--- src/rtl/uart_time_set_rx.sv ---
// uart_time_set_rx: 8N1 UART receiver plus ASCII command parser for the
// alarm clock. Accepts "T"HHMM<CR|LF> (set clock) and "A"HHMM<CR|LF> (set
// alarm). Digits are checked as 24-hour BCD and committed with a one-cycle
// load strobe.
// Optional build macro: CMD_TIMEOUT_EN adds an inter-byte timeout that
// abandons a half-received command after TIMEOUT_CYC idle cycles.
module uart_time_set_rx #(
  parameter int CLK_HZ      = 100000000,
  parameter int BAUD        = 9600,
  parameter int TIMEOUT_CYC = 100000000
) (
  input  logic        clk,
  input  logic        rst,
  input  logic        rx,
  output logic [15:0] time_val,
  output logic        clock_set,
  output logic        alarm_set,
  output logic        cmd_err,
  output logic        rx_busy
);

  localparam int DIV = CLK_HZ / BAUD;
  localparam int CW  = $clog2(DIV + 1);
  localparam logic [CW-1:0] FULL_M1 = CW'(DIV - 1);
  localparam logic [CW-1:0] HALF_M1 = CW'(DIV / 2 - 1);

  localparam logic [1:0] R_IDLE  = 2'd0;
  localparam logic [1:0] R_START = 2'd1;
  localparam logic [1:0] R_DATA  = 2'd2;
  localparam logic [1:0] R_STOP  = 2'd3;

  localparam logic [2:0] P_IDLE = 3'd0;
  localparam logic [2:0] P_D0   = 3'd1;
  localparam logic [2:0] P_D1   = 3'd2;
  localparam logic [2:0] P_D2   = 3'd3;
  localparam logic [2:0] P_D3   = 3'd4;
  localparam logic [2:0] P_END  = 3'd5;

  logic          rx_s1_q, rx_s2_q;
  logic [1:0]    r_state_q, r_state_d;
  logic [CW-1:0] baud_cnt_q, baud_cnt_d;
  logic [2:0]    bit_cnt_q, bit_cnt_d;
  logic [7:0]    shreg_q, shreg_d;
  logic          byte_vld_q, byte_vld_d;
  logic          frame_err;

  logic [2:0]    p_state_q, p_state_d;
  logic          tgt_q, tgt_d;          // 0 = clock, 1 = alarm
  logic [15:0]   shadow_q, shadow_d;
  logic [15:0]   time_val_q, time_val_d;
  logic          clock_set_q, clock_set_d;
  logic          alarm_set_q, alarm_set_d;
  logic          cmd_err_q;
  logic          rx_busy_q;
  logic          parse_err;
  logic          digit_ok;
  logic [3:0]    dig;
  logic          timeout;

  // Two-flop synchronizer; idles high so reset never looks like a start bit
  always_ff @(posedge clk or posedge rst) begin
    if (rst) begin
      rx_s1_q <= 1'b1;
      rx_s2_q <= 1'b1;
    end else begin
      rx_s1_q <= rx;
      rx_s2_q <= rx_s1_q;
    end
  end

  // UART frame receiver: start qualify at half bit, then sample mid-bit
  always_comb begin
    r_state_d  = r_state_q;
    baud_cnt_d = baud_cnt_q;
    bit_cnt_d  = bit_cnt_q;
    shreg_d    = shreg_q;
    byte_vld_d = 1'b0;
    frame_err  = 1'b0;
    case (r_state_q)
      R_IDLE: begin
        baud_cnt_d = '0;
        if (!rx_s2_q) r_state_d = R_START;
      end
      R_START: begin
        if (baud_cnt_q == HALF_M1) begin
          baud_cnt_d = '0;
          bit_cnt_d  = '0;
          r_state_d  = rx_s2_q ? R_IDLE : R_DATA;
        end else begin
          baud_cnt_d = baud_cnt_q + 1'b1;
        end
      end
      R_DATA: begin
        if (baud_cnt_q == FULL_M1) begin
          baud_cnt_d = '0;
          shreg_d    = {rx_s2_q, shreg_q[7:1]};
          bit_cnt_d  = bit_cnt_q + 3'd1;
          if (bit_cnt_q == 3'd7) r_state_d = R_STOP;
        end else begin
          baud_cnt_d = baud_cnt_q + 1'b1;
        end
      end
      default: begin  // R_STOP
        if (baud_cnt_q == FULL_M1) begin
          baud_cnt_d = '0;
          r_state_d  = R_IDLE;
          if (rx_s2_q) byte_vld_d = 1'b1;
          else         frame_err  = 1'b1;
        end else begin
          baud_cnt_d = baud_cnt_q + 1'b1;
        end
      end
    endcase
  end

  assign dig      = shreg_q[3:0];
  assign digit_ok = (shreg_q[7:4] == 4'h3) && (dig <= 4'd9);

  // Command parser: digits go to a shadow register, time_val only on commit
  always_comb begin
    p_state_d   = p_state_q;
    tgt_d       = tgt_q;
    shadow_d    = shadow_q;
    time_val_d  = time_val_q;
    clock_set_d = 1'b0;
    alarm_set_d = 1'b0;
    parse_err   = 1'b0;
    if (byte_vld_q) begin
      case (p_state_q)
        P_IDLE: begin
          if (shreg_q == 8'h54 || shreg_q == 8'h74) begin
            tgt_d     = 1'b0;
            p_state_d = P_D0;
          end else if (shreg_q == 8'h41 || shreg_q == 8'h61) begin
            tgt_d     = 1'b1;
            p_state_d = P_D0;
          end
        end
        P_D0: begin
          if (digit_ok && dig <= 4'd2) begin
            shadow_d[15:12] = dig;
            p_state_d       = P_D1;
          end else parse_err = 1'b1;
        end
        P_D1: begin
          if (digit_ok && (shadow_q[15:12] != 4'd2 || dig <= 4'd3)) begin
            shadow_d[11:8] = dig;
            p_state_d      = P_D2;
          end else parse_err = 1'b1;
        end
        P_D2: begin
          if (digit_ok && dig <= 4'd5) begin
            shadow_d[7:4] = dig;
            p_state_d     = P_D3;
          end else parse_err = 1'b1;
        end
        P_D3: begin
          if (digit_ok) begin
            shadow_d[3:0] = dig;
            p_state_d     = P_END;
          end else parse_err = 1'b1;
        end
        P_END: begin
          if (shreg_q == 8'h0D || shreg_q == 8'h0A) begin
            time_val_d  = shadow_q;
            clock_set_d = !tgt_q;
            alarm_set_d = tgt_q;
            p_state_d   = P_IDLE;
          end else parse_err = 1'b1;
        end
        default: p_state_d = P_IDLE;
      endcase
    end
    // The offending byte is dropped, never re-read as a command letter
    if (parse_err || timeout) p_state_d = P_IDLE;
  end

`ifdef CMD_TIMEOUT_EN
  logic [31:0] to_cnt_q;
  assign timeout = (p_state_q != P_IDLE) && !byte_vld_q &&
                   (to_cnt_q == 32'(TIMEOUT_CYC - 1));

  // Inter-byte idle counter, only running while a command is open
  always_ff @(posedge clk or posedge rst) begin
    if (rst) to_cnt_q <= '0;
    else if (byte_vld_q || p_state_q == P_IDLE || timeout) to_cnt_q <= '0;
    else to_cnt_q <= to_cnt_q + 32'd1;
  end
`else
  assign timeout = 1'b0;
`endif

  // State and output registers
  always_ff @(posedge clk or posedge rst) begin
    if (rst) begin
      r_state_q   <= R_IDLE;
      baud_cnt_q  <= '0;
      bit_cnt_q   <= '0;
      shreg_q     <= '0;
      byte_vld_q  <= 1'b0;
      p_state_q   <= P_IDLE;
      tgt_q       <= 1'b0;
      shadow_q    <= '0;
      time_val_q  <= '0;
      clock_set_q <= 1'b0;
      alarm_set_q <= 1'b0;
      cmd_err_q   <= 1'b0;
      rx_busy_q   <= 1'b0;
    end else begin
      r_state_q   <= r_state_d;
      baud_cnt_q  <= baud_cnt_d;
      bit_cnt_q   <= bit_cnt_d;
      shreg_q     <= shreg_d;
      byte_vld_q  <= byte_vld_d;
      p_state_q   <= p_state_d;
      tgt_q       <= tgt_d;
      shadow_q    <= shadow_d;
      time_val_q  <= time_val_d;
      clock_set_q <= clock_set_d;
      alarm_set_q <= alarm_set_d;
      cmd_err_q   <= frame_err | parse_err | timeout;
      rx_busy_q   <= (r_state_q != R_IDLE) || (p_state_q != P_IDLE);
    end
  end

  assign time_val  = time_val_q;
  assign clock_set = clock_set_q;
  assign alarm_set = alarm_set_q;
  assign cmd_err   = cmd_err_q;
  assign rx_busy   = rx_busy_q;

endmodule

--- config.mk ---
export PLATFORM = sky130hd
export DESIGN_NAME = uart_time_set_rx
export DESIGN_NICKNAME = d
export VERILOG_FILES = /design/src/rtl/uart_time_set_rx.sv
export SDC_FILE = /design/constraint.sdc
export NUM_CORES = 1
export LEC_CHECK = 0
export CAP_MARGIN = 0
export CORE_MARGIN = 5
export CORE_UTILIZATION = 36
export DETAILED_ROUTE_END_ITERATION = 8
export PLACE_DENSITY = 0.62
export SLEW_MARGIN = 15
export SYNTH_ARGS = -nofsm -noshare
export SYNTH_HDL_FRONTEND = slang
export SYNTH_SLANG_ARGS = --single-unit
--- constraint.sdc ---
create_clock -name clk -period 2.75 [get_ports clk]
set_input_delay 0.55 -clock clk [delete_from_list [all_inputs] [get_ports clk]]
set_output_delay 0.55 -clock clk [all_outputs]
set_load 0.05 [all_outputs]
==> impl_metrics.toml, run 1 <==
[detailed_routing]
avgViaCountPerCell = 5.31
routed_wl_um = 6160
vias = 2146
wl_per_cell_um = 15.3
drtPass1Iterations = 4
drc = 0
ant_nets = 0
initialDrtViolationCount = 88

[synthesis]
syn_inst = 269
synth_largest_area_cell = "dfrtp_1"
async_reset_ff_share_pct = 100
synthesis.area_um2 = 3330
synthTopCellsByArea = "dfrtp_1 51%, mux2_2 9.1%, mux2_4 3.6%, nor2_1 1.9%, xnor2_1 1.8%"
yosysWarningCount = 0
synthSimpleGateAreaFrac_pct = 18.2
synth_seq_area_share_pct = 52.6
muxShareOfSynthArea_pct = 14.1
synth_top_area_share_pct = 51.0
synth_top_family_by_area = "simple AND/OR/NAND/NOR gates"
syn_nets = 275
synth.distinct_cells = 59
ys.flop_type = "dfrtp_1"
synth_area_per_cell_um2 = 12.4
synth-xor-area-share_pct = 2.89
ys_seq_elements = 70
synth_edf_count = 0
synth_compound_area_share_pct = 6.83
synth_adder_area_share_pct = 1.13

[critical_path]
rr_worst_depth = 4
crit_family = "buffers and inverters"
crit_path_top_delay_cell = "clkdlybuf4s50_1"
cp_max_fo = 2
required_ns = 2.20
cp_num_buf_inv = 1
setup.worst_path.end_class = "output port"
cp.arrival_ns = 1.55
startpoint = "time_val[0]"
reg2reg_slack_ns = 0.76
crit_path_start_kind = "register"
critPathMaxStageDelay_ns = 0.81
r2r_end = "shreg_q[0]"
critical_path.cell_chain = "clkdlybuf4s50_1"
worstSetupPathType = "register to output port"
crit_cells = 1
endpoint = "time_val[0]"
reg2reg_from = "baud_cnt_q[0]"

[run]
maxCapViolations = 0

[place]
place_congestion = 0.777
postPlaceCellArea_um2 = 3620
dp_hpwl_um = 4170
io_buffers = 22

[die]
fp-row-count = 35
die_area_um2 = 11300
die_w_um = 106
die_h_um = 106
core_area_um2 = 9150
io_pins = 23
initial_utilization_pct = 36.4

[timing]
whs_ns = 0.360
finalHoldViolCount = 0
setup_viol = 0
rsz0062_at_grt = "false"
fin_setup_tns_ns = 0
tightest_slew_ns = 0.545
relSlewSlack_pct = 63.4
fin_crit_ns = 2.10
fin_skew_ns = 0.0137
max_freq_ghz = 0.477
period_share_pct = 76.3
drv_slew = 0

[hold_path]
min_path_type = "register to register"

[cells_and_area]
design_area_um2 = 3820
multiInputGateArea_um2 = 1440
regArea_um2 = 1750
syn2layout_area_growth_pct = 14.6
diodes = 0
drive_gt1_share_pct = 24.9
nets = 294
fillers = 873

[clocking]
cts.sinks = 70
hold_buffers = 0
clk_pin_slew_ns = 0.09
clk_path_buf_depth = 2
cts_tree = "yes"
clkLatencyLatePin_ns = 0.36
cts.htree.levels = 3
cts-root-buf = "clkbuf_8"
cts-buffers-inserted = 9
cts_setup_buffers = 0
postCtsResizedCells = 0

[grt]
first_global_vias = 2179
grtUsageTotal_pct = 11.7
grt_max_degree = 38
use_met1_pct = 14.2
antenna_found_initial = 0
grt_util_met2_pct = 19.1
grt_pass1_wl_um = 10600
grt_busiest_layer = "met2"
grt_remaining_overflow = 0
grtUsageMet3_pct = 4.19

[status]
status = "completed"

[power]
p_leak_nw = 1.77
ir_drop_uv = 242
power_density_nw_per_um2 = 503
[Yosys cell counts, types with 3 or more instances]
cell       n
dfrtp_1   68
mux2_2    27
nor2_1    17
nand3_1   11
nand2_1    9
nand4_1    9
inv_1      8
mux2_4     8
xnor2_1    7
and2_1     6
buf_2      6
o21ai_0    6
a21oi_1    5
nor2b_1    5
buf_4      4
nor3_1     4
xor2_1     4
buf_6      3
clkbuf_1   3
ha_1       3
mux2_1     3
nand4b_1   3
nor4_1     3
nor4b_2    3
[through the flow]
step / std cells / total power [mW] / setup WS (ns) / util [%]
after floorplan: 269 / 1.07 / 0.435 / -
after global placement: 388 / 1.08 / 0.816 / 39.5
after detailed placement: 388 / 1.08 / 0.770 / 39.5
after CTS: 404 / 1.95 / 0.632 / 41.7
after global routing: 404 / 2.00 / 0.610 / 41.7
final: 404 / 1.92 / 0.653 / 41.7
[placed cells by master, fill, tap and decap left out, types with 3 or more instances in the layout]
| cell type | count |
|---|---|
| nor4b_2 | 3 |
| clkdlybuf4s50_1 | 22 |
| xnor2_1 | 7 |
| ha_1 | 3 |
| mux2_4 | 8 |
| a21oi_1 | 5 |
| mux2_2 | 27 |
| mux2_1 | 3 |
| clkbuf_8 | 10 |
| dfrtp_1 | 68 |
| nand4b_1 | 3 |
| o21ai_0 | 6 |
| nand4_1 | 9 |
| inv_1 | 7 |
| and2_1 | 6 |
| nor4_1 | 3 |
| nor3_1 | 4 |
| nor2b_1 | 5 |
| nand3_1 | 11 |
| nor2_1 | 17 |
| nand2_1 | 9 |
| xor2_1 | 4 |
[layout make-up]
cell class                      count  share of cell area [%]
Tap cell                          111                    3.63
Inverter                            9                   0.884
Timing Repair Buffer               24                    6.48
Clock buffer                       10                    3.60
Clock inverter                      6                    1.77
Sequential cell                    70                    45.9
Multi-Input combinational cell    174                    37.7
[power by group]
group          switching [mW]  internal [mW]
clock network           0.415          0.448
registers            0.000574           1.03
logic                  0.0211        0.00656
[state kept, by name, summed over array words and instances, names as in the netlist, 2 cells and up]
register / count
baud_cnt_q: 14
bit_cnt_q: 3
p_state_q: 3
r_state_q: 2
shadow_q: 16
shreg_q: 8
time_val: 16
[kinds of logic (layout without fill, tap and decap cells)]
logic type               after synthesis  count (layout)
AO/OA/AOI/OAI                         30              30
XOR/XNOR                              11              11
adder cells (fa/ha/maj)                3               3
buffers and inverters                 25              49
flip-flops                            70              70
multiplexers                          39              39
AND/OR/NAND/NOR                       91              91
[worst min-delay path by stage]
| stage | slack [ns] | endpoint | cells after the start | start |
|---|---|---|---|---|
| 2_1_floorplan | 0.35 | rx_s2_q | 0 | rx_s1_q |
| 4_1_cts | 0.36 | rx_s2_q | 0 | rx_s1_q |
| 3_3_place_gp | 0.35 | rx_s2_q | 0 | rx_s1_q |
| 3_5_place_dp | 0.35 | rx_s2_q | 0 | rx_s1_q |
| 5_1_grt | 0.37 | rx_s2_q | 0 | rx_s1_q |
| 6_report | 0.36 | rx_s2_q | 0 | rx_s1_q |
[per-layer routing]
| layer | vias to the layer above | part of all wire [%] |
|---|---|---|
| met5 | - | 0 |
| met3 | 10 | 4.0 |
| li1 | 1018 | - |
| met1 | 1084 | 46 |
| met4 | 0 | 1.7 |
| met2 | 34 | 48 |
Power figures use the tool's default switching activity.
==> run 2: changes to the inputs <==
PLACE_DENSITY = 0.64   (was 0.62)
clock period = 1.85 ns   (was 2.75 ns; I/O delays follow)
==> impl_metrics.toml, run 2 (synthesis results as in run 1) <==
[power]
power_density_nw_per_um2 = 748
report.power.total_mw = 2.94
p_leak_nw = 1.90
ir_drop_uv = 355

[cells_and_area]
fillers = 855
syn2layout_area_growth_pct = 17.9
nets = 308
final_cell_mix = "68 x dfrtp_1, 31 x buf_4, 27 x mux2_2"
final_cells = 418
diodes = 0
mostFrequentLayoutCell = "dfrtp_1"
design_area_um2 = 3930
fin_util_pct = 42.9
drive_gt1_share_pct = 34.5

[timing]
fin_skew_ns = 0.00803
setup_viol = 0
whs_ns = 0.360
fin_crit_ns = 1.70
period_share_pct = 91.8
drv_slew = 0
tightest_slew_ns = 0.564
rsz0062_at_grt = "false"
max_freq_ghz = 0.589
fin_setup_tns_ns = 0
final.setup.worst_slack_ns = 0.152
finalHoldViolCount = 0
relSlewSlack_pct = 61.9

[grt]
grt_remaining_overflow = 0
grt_max_degree = 71
first_global_vias = 2255
grt_busiest_layer = "met2"
use_met1_pct = 13.8
antenna_found_initial = 0
grtUsageMet3_pct = 4.01
grtUsageTotal_pct = 11.6
grt_util_met2_pct = 19.5
grt_pass1_wl_um = 10400

[die]
io_pins = 23
die_h_um = 106
die_w_um = 106
die_area_um2 = 11300
core_area_um2 = 9150
fp-row-count = 35
initial_utilization_pct = 36.4

[clocking]
cts.sinks = 70
cts.htree.levels = 3
cts-root-buf = "clkbuf_8"
cts_tree = "yes"
clk_path_buf_depth = 2
clk_pin_slew_ns = 0.07
cts-buffers-inserted = 9
clkLatencyLatePin_ns = 0.35
cts_setup_buffers = 0

[critical_path]
setup.worst_path.end_class = "register"
required_ns = 2.08
reg2reg_slack_ns = 0.15
cp_max_fo = 11
cp.arrival_ns = 1.93
crit_path_start_kind = "register"
worstSetupPathType = "register to register"

[run]
maxCapViolations = 0

[detailed_routing]
routed_wl_um = 6260
avgViaCountPerCell = 5.17
drtPass1Iterations = 4
ant_nets = 0
drc = 0
wl_per_cell_um = 15.0
vias = 2162
initialDrtViolationCount = 44

[place]
io_buffers = 22
postPlaceCellArea_um2 = 3700
place_inst = 402
pre_cts_ws_ns = 0.0721
place_congestion = 0.845
dp_hpwl_um = 4260

[hold_path]
min_path_type = "register to register"

[status]
status = "completed"
## run 2: cell types whose count changed in the layout (fill, tap and decap cells not counted), sizes merged
| cell | delta |
|---|---|
| inv | -3 |
| dlygate4sd2 | +2 |
| buf | +32 |
| bufinv | +1 |
| clkinv | +1 |
| clkdlybuf4s50 | -20 |
| clkinvlp | +1 |
## run 2: report_power, final
group	total (mW)	switching, mW	internal (mW)
registers	1.53	0.00115	1.53
logic	0.0402	0.0314	0.00874
clock network	1.36	0.573	0.790
## run 2: worst paths after layout
path / from / end / cells past startpoint
max in group asynchronous: rst / rx_s2_q / 3
hold reg to reg: rx_s1_q / rx_s2_q / 0
setup reg to reg: baud_cnt_q[0] / shreg_q[6] / 5
min in group asynchronous: rst / alarm_set / 3
setup / recovery: baud_cnt_q[0] / shreg_q[6] / 5
hold / removal: rx_s1_q / rx_s2_q / 0
## run 2: final cells by class
type | instances | area, µm² | share of cell area, %
multi-input combinational | 174 | 1450 | 36.8
timing repair buffer | 38 | 330 | 8.40
tap | 111 | 139 | 3.53
clock inverter | 6 | 85.1 | 2.16
clock buffer | 10 | 138 | 3.50
sequential | 70 | 1750 | 44.6
inverter | 9 | 37.5 | 0.955
## run 2: per-layer routing
metal  vias to the layer above  wire [µm]
li1                       1037          -
met1                      1077       2860
met2                        42       3070
met3                         6        248
met4                         0         79
met5                         -          0
## run 2: what timing repair did
action / in CTS / in global routing
gates cloned: 0 / 0
pin swaps: 0 / 0
endpoints found under the setup margin: 2 / 15
endpoints found under the hold margin: 0 / 0
hold buffers: 0 / 0
resized for setup: 2 / 1
## run 2: critical path, cell delays in order, from the launching register on
cell,delay (ns)
dfrtp_1,0.41
ha_1,0.26
and4_1,0.27
nand4_1,0.09
buf_4,0.20
mux2_2,0.35
